$ cat src/rtl/ff_adc_seq.sv
// ADC0809-style start/convert/EOC sequencer for the Food Fight analog joystick path.
// Samples the two signed axes on js_analog, conditions the selected one and holds the result.
module ff_adc_seq #(
    parameter int          CONV_CYCLES = 1200,
    parameter logic [7:0]  IDLE_VAL    = 8'h80,
    parameter bit          INV_X       = 1'b0,
    parameter bit          INV_Y       = 1'b0,
    parameter logic [7:0]  DEADZONE    = 8'd0
) (
    input  logic        clk_12mhz,
    input  logic        reset,
    input  logic        start,
    input  logic [1:0]  ch_sel,
    input  logic [15:0] js_analog,
    output logic [7:0]  adc_data,
    output logic        eoc,
    output logic        busy,
    output logic [1:0]  dbg_state
);

    // Handshake: a one-cycle start strobe always wins (IDLE, mid-conversion or on the
    // completing edge); eoc=1 means adc_data is valid and stable, eoc=0 means a
    // conversion is in flight and adc_data still holds the previous result.

    typedef enum logic [1:0] {
        S_IDLE    = 2'd0,
        S_SAMPLE  = 2'd1,
        S_CONVERT = 2'd2
    } state_t;

    localparam logic [10:0] CNT_LOAD = 11'(CONV_CYCLES - 1);

    state_t      r_state;
    logic [1:0]  r_ch;
    logic [1:0]  r_retry;
    logic [10:0] r_cnt;
    logic [7:0]  r_val;
    logic [7:0]  r_data;
    logic        r_eoc;
    logic [15:0] r_s1;
    logic [15:0] r_s2;

    state_t      w_state_nx;
    logic [1:0]  w_ch_nx;
    logic [1:0]  w_retry_nx;
    logic [10:0] w_cnt_nx;
    logic [7:0]  w_val_nx;
    logic [7:0]  w_data_nx;
    logic        w_eoc_nx;

    logic [7:0]  w_raw;
    logic        w_inv_en;
    logic [7:0]  w_inv;
    logic [7:0]  w_mag;
    logic [7:0]  w_dz;
    logic [7:0]  w_cond;

    // Two-flop capture of the asynchronous bus; free running, not reset.
    always_ff @(posedge clk_12mhz) begin
        r_s1 <= js_analog;
        r_s2 <= r_s1;
    end

    // Conditioning: invert (saturating -128), dead zone, then signed -> offset binary.
    always_comb begin
        w_raw    = r_ch[0] ? r_s1[15:8] : r_s1[7:0];
        w_inv_en = r_ch[0] ? INV_Y : INV_X;
        w_inv    = w_raw;
        if (w_inv_en) begin
            w_inv = (w_raw == 8'h80) ? 8'h7F : (~w_raw + 8'd1);
        end
        w_mag = w_inv[7] ? (~w_inv + 8'd1) : w_inv;
        w_dz  = (w_mag < DEADZONE) ? 8'h00 : w_inv;
        w_cond = w_dz ^ 8'h80;
    end

    always_comb begin
        w_state_nx = r_state;
        w_ch_nx    = r_ch;
        w_retry_nx = r_retry;
        w_cnt_nx   = r_cnt;
        w_val_nx   = r_val;
        w_data_nx  = r_data;
        w_eoc_nx   = r_eoc;
        case (r_state)
            S_IDLE: begin
            end
            S_SAMPLE: begin
                if (r_ch[1] || (r_s1 == r_s2) || (r_retry == 2'd3)) begin
                    w_val_nx   = r_ch[1] ? IDLE_VAL : w_cond;
                    w_cnt_nx   = CNT_LOAD;
                    w_state_nx = S_CONVERT;
                end else begin
                    w_retry_nx = r_retry + 2'd1;
                end
            end
            S_CONVERT: begin
                if (r_cnt == 11'd0) begin
                    w_data_nx  = r_val;
                    w_eoc_nx   = 1'b1;
                    w_state_nx = S_IDLE;
                end else begin
                    w_cnt_nx = r_cnt - 11'd1;
                end
            end
            default: begin
                w_state_nx = S_IDLE;
            end
        endcase
        // A start applies after any completion on the same edge, so that write survives.
        if (start) begin
            w_state_nx = S_SAMPLE;
            w_ch_nx    = ch_sel;
            w_retry_nx = 2'd0;
            w_eoc_nx   = 1'b0;
        end
    end

    always_ff @(posedge clk_12mhz or posedge reset) begin
        if (reset) begin
            r_state <= S_IDLE;
            r_ch    <= 2'd0;
            r_retry <= 2'd0;
            r_cnt   <= 11'd0;
            r_val   <= IDLE_VAL;
            r_data  <= IDLE_VAL;
            r_eoc   <= 1'b1;
        end else begin
            r_state <= w_state_nx;
            r_ch    <= w_ch_nx;
            r_retry <= w_retry_nx;
            r_cnt   <= w_cnt_nx;
            r_val   <= w_val_nx;
            r_data  <= w_data_nx;
            r_eoc   <= w_eoc_nx;
        end
    end

    assign adc_data  = r_data;
    assign eoc       = r_eoc;
    assign busy      = ~r_eoc;
    assign dbg_state = r_state;

endmodule

$ cat config.mk
export PLATFORM = sky130hd
export DESIGN_NAME = ff_adc_seq
export DESIGN_NICKNAME = d
export VERILOG_FILES = /design/src/rtl/ff_adc_seq.sv
export SDC_FILE = /design/constraint.sdc
export NUM_CORES = 1
export LEC_CHECK = 0
export ABC_AREA = 1
export ABC_CLOCK_PERIOD_IN_PS = 1900
export CORE_MARGIN = 1
export CORE_UTILIZATION = 55
export CTS_CLUSTER_SIZE = 20
export DETAILED_ROUTE_END_ITERATION = 6
export PLACE_DENSITY = 0.79
export REMOVE_ABC_BUFFERS = 1
export SLEW_MARGIN = 20
export SYNTH_ARGS = -nofsm -noshare
export SYNTH_HDL_FRONTEND = slang
export SYNTH_SLANG_ARGS = --single-unit
export TNS_END_PERCENT = 20
$ cat constraint.sdc
create_clock -name clk_12mhz -period 1.9 [get_ports clk_12mhz]
set_input_delay 0.38 -clock clk_12mhz [delete_from_list [all_inputs] [get_ports clk_12mhz]]
set_output_delay 0.38 -clock clk_12mhz [all_outputs]
set_load 0.01 [all_outputs]
==> results.txt, run 1 <==
----------------------------------------------------
[Die]
  Placement row count ... 25
  Core outline area ... 0.004817 sq mm
  Overall die height ... 73.61 um
  Die outline width ... 73.61 um
  Initial Utilization ... 58.55%
  Total Die Area ... 0.005418 sq mm
  Ports ... 33

[Clock network]
  # H-tree levels ... 3
  CTS tree ... yes
  CTS-repair resized insts ... 0
  Post CTS Setup Buffer Count ... 0
  Number of sinks driven by the clock tree ... 66
  TritonCTS Buffers ... 9
  Clock transition time at the flip-flop clock pins of the worst setup and hold paths ... 0.07 ns
  Buffer type at the clock tree root ... clkbuf_8
  Clock Tree Buf Depth ... 2
  Cts hold-fix bufs ... 0
  Insertion delay to the later sink of the worst-skew pair ... 0.34 ns

[Yosys]
  Mean post-synth cell area ... 8.704 sq um
  Post-synth design cell area ... 0.002820 sq mm
  Library cell with the largest summed area after synthesis ... dfrtp_1
  Top cell type's share of synthesized area ... 27.51%
  Largest cells by area after synthesis ... dfrtp_1, dfxtp_1, nand2_1
  Async set-reset flop share out of synthesis ... 51.52%
  Number of distinct standard cells referenced by the synthesized netlist ... 29
  Flops & latches, synth ... 66
  Gate Count Post-Synth ... 324
  Primary FF master, synth ... dfxtp_1
  Synthesis Warnings ... 0
  Number of enable-type register cells in the synthesized netlist ... 0
  Sequential cell area fraction in the yosys report ... 53.02%

[Placement]
  Total cell area at the placement stage ... 0.003177 sq mm
  Gp weighted congestion ... 0.8414
  Post-detailed-placement half-perimeter wirelength ... 3318 um
  Port buffer count ... 32

[Critical path]
  CP Class ... register to output pin
  Largest fanout of any net on the critical path ... 2
  FF-to-FF Start ... dbg_state[0]$_DFFE_PP0P_
  Setup slack of the most critical reg-to-reg path ... 0.15 ns
  Sort of element at the end of the critical path ... output pin
  R2R cell count ... 8
  Startpoint kind of the worst setup timing path ... register
  Data required time of the worst path ... 1.52 ns
  Arr. time, crit path ... 1.40 ns
  R2R Path End ... r_cnt[6]$_DFFE_PP0P_

[Finish]
  Syn-to-layout area delta ... 20.59%
  Summed area of non-filler cells in the final layout ... 0.003401 sq mm
  Share of final-layout standard cells stronger than drive strength 1 ... 14.71%
  Utilization after layout ... 70.60%
  Fin nets ... 389
  Antenna diode instance count ... 0

[Global routing]
  Initial antenna violation count ... 0
  Global-route usage over all layers ... 19.78%
  Vias in the first global route ... 1,802
  GRT Residual Overflow ... 0
  Wire length of the first global-routing pass ... 7852 um
  Pin count of the biggest net entering global routing ... 35

[Timing]
  Setup TNS ... 0 ns
  Final worst path period need ... 1.781 ns
  Crit share post-route ... 93.74%
  Final hold vios ... 0
  Headroom to the max-slew limit ... 72.80%
  Final-report max-slew violation count ... 0
  Actual transition at the worst max-transition pin ... 0.4080 ns
  Worst Clk Skew ... 0.007425 ns
  RSZ-0062 raised after global routing ... no
  Setup violation total in the final timing report ... 0
  Fmax achieved ... 561.5 MHz
  Hold_ws ... 0.3643 ns

[Outcome]
  Run status ... finished clean

[Power and ir drop]
  Switching pwr ... 1.137 mW
  Total power divided by cell area ... 1117 mW/mm^2
  Part of the power in the clock network ... 33.3%
  Share of total power in combinational logic ... 20.3%
  Leakage dissipation ... 1.684 nW
  Cell-internal power ... 2.661 mW
  Worst VDD drop ... 0.6819 mV
  Sequential share of power ... 46.4%
  Net Sw Frac ... 29.94%

[Route]
  Post-detailed-routing wire length ... 4639 um
  DR vias/cell ... 4.724
  Overall via count from detail_route ... 2,050
  Number of DRC markers in iteration 0 ... 78
  Count of antenna-violating nets left after detailed routing ... 0
  Detailed-routing iteration count for the pre-antenna-repair pass ... 4
  Routed wire length per instance ... 10.69 um
  DRC Markers ... 0

[Flow run]
  Maximum Capacitance Violations ... 0

[Hold path]
  Hold Path Origin ... r_s1[6]$_DFF_P_
  End of the worst hold path ... r_s2[6]$_DFF_P_
  Worst Hold Path Cells ... 0
  Class of the most critical hold timing path ... register to register

----------------------------------------------------
[per-stage QoR]
stage	total power, mW	setup slack (ns)	instances
after global routing	4.017	0.003463	434
after detailed placement	2.562	0.1546	418
after floorplan	2.354	0.3542	318
final	3.799	0.1189	434
after CTS	3.829	0.09767	434
after global placement	2.528	0.2243	418
[how the worst max path moves through the flow]
stage | start | to | slack (ns) | cells past startpoint
3_3_place_gp | r_cnt[0]$_DFFE_PP0P_ | r_cnt[2]$_DFFE_PP0P_ | 0.22 | 10
3_5_place_dp | dbg_state[0]$_DFFE_PP0P_ | r_cnt[6]$_DFFE_PP0P_ | 0.15 | 8
2_1_floorplan | r_cnt[0]$_DFFE_PP0P_ | r_cnt[10]$_DFFE_PP0P_ | 0.35 | 10
6_report | eoc$_DFFE_PP1P_ | busy | 0.12 | 2
4_1_cts | eoc$_DFFE_PP1P_ | busy | 0.1 | 2
5_1_grt | r_cnt[0]$_DFFE_PP0P_ | r_cnt[9]$_DFFE_PP0P_ | 0.003 | 10
[registers in the layout, summed over array words and instances, names as in the netlist]
name       count
r_val          8
r_cnt         11
r_s1          16
r_retry        2
r_s2          16
dbg_state      2
r_ch           2
adc_data       8
eoc            1
[power groups by stage]
stage                     Combinational, mW  Clock (mW)  Sequential [mW]
after floorplan                       0.608           0             1.75
after global placement                0.751           0             1.78
after detailed placement              0.776           0             1.79
after CTS                             0.780        1.29             1.76
after global routing                  0.877        1.35             1.79
final                                 0.772        1.27             1.76
[routing by layer]
metal / vias to the layer above / GRT usage, % / share of wire (%)
li1: 1086 / - / -
met1: 925 / 25.11 / 49
met2: 33 / 30.68 / 47
met3: 6 / 6.584 / 3.4
met4: 0 / 8.974 / 1.3
met5: - / 0 / 0
[critical path: stages (launching register included)]
cell and delay (ns):
dfstp_2 0.54, inv_1 0.06, clkdlybuf4s50_1 0.47
[Yosys cell counts, drive strengths merged, types with 2 or more instances]
library cell  instances
o21ai                29
xor2                  4
nand4                 2
dfrtp                31
nand2               101
clkbuf                2
dfxtp                32
buf                   4
inv                  47
mux2                  8
nand3                 8
ha                    6
nor2                 32
dfstp                 3
a21oi                11
[cells in the final DEF (no fill, tap or decap), types with 2 or more instances in the layout]
master            n
nand2_1          96
inv_1            45
clkdlybuf4s50_1  32
dfxtp_1          32
dfrtp_1          31
nor2_1           30
o21ai_2          16
o21ai_0          12
a21oi_1          11
clkbuf_8         11
mux2_2            8
nand3_1           6
ha_1              6
nand2_2           4
xor2_1            4
dfstp_2           3
nand3_4           2
inv_2             2
nand4_1           2
[cell type report]
type | instances | area, sq um
Fill cell | 379 | 1416
Sequential cell | 66 | 1495
Multi-Input combinational cell | 205 | 1094
Timing Repair Buffer | 33 | 327.8
Clock inverter | 3 | 43.79
Clock buffer | 13 | 180.2
Tap cell | 67 | 83.83
Inverter | 47 | 176.4
[cell families after synthesis]
kind of cell	share of synthesized area, %
muxes	3.194
buffers and inverters	8.208
xor gates and xnor gates	1.553
and+or+nand+nor	21.87
AOI/OAI and AO/OA	9.494
DFF	53.02
adders and majority gates	2.662
No activity file was read; power rests on OpenSTA's default activity.
==> run 2: changes to the inputs <==
- ABC_CLOCK_PERIOD_IN_PS: 1900 -> unset
- REMOVE_ABC_BUFFERS: 1 -> unset
==> results.txt, run 2 (same netlist as run 1, synthesis figures left out) <==
----------------------------------------------------
[Timing]
  Final worst path period need ... 1.777 ns (-0.003658 ns)
  Final hold vios ... 0 (unchanged)
  Headroom to the max-slew limit ... 71.70% (-1.1 points)
  Final-report max-slew violation count ... 0 (unchanged)
  Setup TNS ... 0 ns (unchanged)
  Crit share post-route ... 93.55% (-0.19 points)
  Fmax achieved ... 562.6 MHz (+0.21%)
  Worst Clk Skew ... 0.005762 ns (-0.001663 ns)
  Fin worst setup slack ... 0.1226 ns (+0.003658 ns)
  RSZ-0062 raised after global routing ... no
  Actual transition at the worst max-transition pin ... 0.4245 ns (+0.01649 ns)
  Setup violation total in the final timing report ... 0 (unchanged)

[Clock network]
  Insertion delay to the later sink of the worst-skew pair ... 0.34 ns (about the same)
  CTS tree ... yes
  Number of sinks driven by the clock tree ... 66 (unchanged)
  Clock transition time at the flip-flop clock pins of the worst setup and hold paths ... 0.07 ns (about the same)
  TritonCTS Buffers ... 9 (unchanged)
  # H-tree levels ... 3 (unchanged)
  Clock Tree Buf Depth ... 2 (unchanged)
  Post CTS Setup Buffer Count ... 0 (unchanged)
  Cts hold-fix bufs ... 0 (unchanged)
  Buffer type at the clock tree root ... clkbuf_8

[Power and ir drop]
  Net Sw Frac ... 32.31% (+2.4 points)
  Switching pwr ... 1.194 mW (+5.0%)
  Worst VDD drop ... 0.6593 mV (-3.3%)
  Part of the power in the clock network ... 30.4% (-2.9 points)
  Cell-internal power ... 2.501 mW (-6.0%)
  Share of total power in combinational logic ... 22.0% (+1.7 points)
  Leakage dissipation ... 1.670 nW (-0.84%)
  Sequential share of power ... 47.6% (+1.2 points)
  Total power divided by cell area ... 1092 mW/mm^2 (-2.2%)

[Critical path]
  Sort of element at the end of the critical path ... output pin
  Slowest Stage Delay on Critical Path ... 0.54 ns (about the same)
  Startpoint kind of the worst setup timing path ... register
  Largest fanout of any net on the critical path ... 2 (unchanged)
  Standard cell with the maximum stage delay on the critical path ... dfstp_2
  Cells along the critical path ... clkdlybuf4s50_1
  Top Family by Delay on Critical Path ... flip-flops
  CP Class ... register to output pin
  Data required time of the worst path ... 1.52 ns (about the same)
  Arr. time, crit path ... 1.40 ns (about the same)
  Buffers plus inverters on the worst setup path ... 1 (-1)

[Placement]
  Post-detailed-placement half-perimeter wirelength ... 3473 um (+4.7%)
  Placement Setup Slack ... 0.1281 ns (-0.02654 ns)
  Number of placed instances with taps included ... 418 (unchanged)
  Gp weighted congestion ... 0.8463 (+0.58%)
  Port buffer count ... 32 (unchanged)

[Flow run]
  Maximum Capacitance Violations ... 0 (unchanged)

[Route]
  Post-detailed-routing wire length ... 4851 um (+4.6%)
  Count of antenna-violating nets left after detailed routing ... 0 (unchanged)
  Detailed-routing iteration count for the pre-antenna-repair pass ... 4 (unchanged)
  DRC Markers ... 0 (unchanged)
  Overall via count from detail_route ... 2,071 (+1.0%)
  Routed wire length per instance ... 11.18 um (+4.6%)
  Number of DRC markers in iteration 0 ... 111 (+42%)
  DR vias/cell ... 4.772 (+1.0%)

[Finish]
  Most frequent cells in the layout ... nand2_1, inv_1, clkdlybuf4s50_1, dfxtp_1, dfrtp_1
  Syn-to-layout area delta ... 19.96%
  Fin nets ... 389 (unchanged)
  Antenna diode instance count ... 0 (unchanged)
  Most common cell after layout, fill and taps aside ... nand2_1
  Number of inserted filler cells in the final layout ... 386 (+1.8%)
  Post-layout instance count excluding filler cells ... 434 (unchanged)
  Area taken by multi-input logic gates ... 0.001105 sq mm (+1.0%)
  Largest registers in the final layout ... r_s1: 16 flops, r_s2: 16 flops, r_cnt: 11 flops
  Sequential standard cell area ... 0.001495 sq mm (unchanged)
  Share of final-layout standard cells stronger than drive strength 1 ... 15.26% (+0.54 points)

[Global routing]
  Initial antenna violation count ... 0 (unchanged)
  Wire length of the first global-routing pass ... 8266 um (+5.3%)
  Vias in the first global route ... 1,926 (+6.9%)
  Pin count of the biggest net entering global routing ... 35 (unchanged)
  GRT Residual Overflow ... 0 (unchanged)
  Global-route usage over all layers ... 21.13% (+1.3 points)

[Die]
  Die outline width ... 73.61 um (unchanged)
  Placement row count ... 25 (unchanged)
  Total Die Area ... 0.005418 sq mm (unchanged)
  Initial Utilization ... 58.55% (unchanged)
  Ports ... 33 (unchanged)
  Overall die height ... 73.61 um (unchanged)
  Core outline area ... 0.004817 sq mm (unchanged)

[Outcome]
  Run status ... finished clean

[Yosys]
  Synth Net Count ... 351

[Hold path]
  Class of the most critical hold timing path ... register to register

----------------------------------------------------
## run 2: what timing repair did
item / CTS / global route
setup endpoints to repair: 0 / 11
resized for setup: 0 / 2
hold endpoints to repair: 0 / 0
## run 2: metrics by stage
step | power, mW | utilization, % | hold WS [ns] | instance area, sq um
3_3_place_gp | 2.526 | 65.95 | 0.3559 | 3177
4_1_cts | 3.708 | 70.00 | 0.3774 | 3372
3_5_place_dp | 2.575 | 65.95 | 0.3595 | 3177
6_report | 3.695 | 70.23 | 0.3722 | 3383
5_1_grt | 3.926 | 70.23 | 0.3875 | 3383
2_1_floorplan | 2.425 | - | 0.3510 | 2820
## run 2: final timing paths
kind	slack, ns	end	cells past startpoint	from
max	0.12	adc_data[7]	1	adc_data[7]$_DFFE_PP1P_
min	0.37	r_s2[3]$_DFF_P_	0	r_s1[3]$_DFF_P_
max reg2reg	0.21	r_cnt[10]$_DFFE_PP0P_	10	r_cnt[0]$_DFFE_PP0P_
min reg2reg	0.37	r_s2[3]$_DFF_P_	0	r_s1[3]$_DFF_P_
max in group asynchronous	1.13	eoc$_DFFE_PP1P_	3	reset
min in group asynchronous	0.44	adc_data[1]$_DFFE_PP0P_	3	reset
## run 2: power by group through the flow
stage / combinational (mW) / sequential [mW] / clock [mW]
global placement: 0.753 / 1.77 / 0
detailed placement: 0.792 / 1.78 / 0
global route: 0.926 / 1.79 / 1.21
CTS: 0.806 / 1.76 / 1.15
floorplan: 0.682 / 1.74 / 0
finish: 0.812 / 1.76 / 1.12
## run 2: area by class of cell
type	instances	area share, %
Clock buffer	11	4.808
Sequential cell	66	44.19
Timing Repair Buffer	33	9.689
Tap cell	67	2.478
Clock inverter	5	0.9615
Inverter	47	5.214
Multi-Input combinational cell	205	32.66
## run 2: layer usage
metal | track usage [%] | wire (um) | vias to the layer above
met1 | 24.09 | 2165 | 949
met2 | 35.07 | 2452 | 39
met5 | 0 | 0 | -
met3 | 6.584 | 166 | 6
li1 | - | - | 1077
met4 | 11.97 | 66 | 0
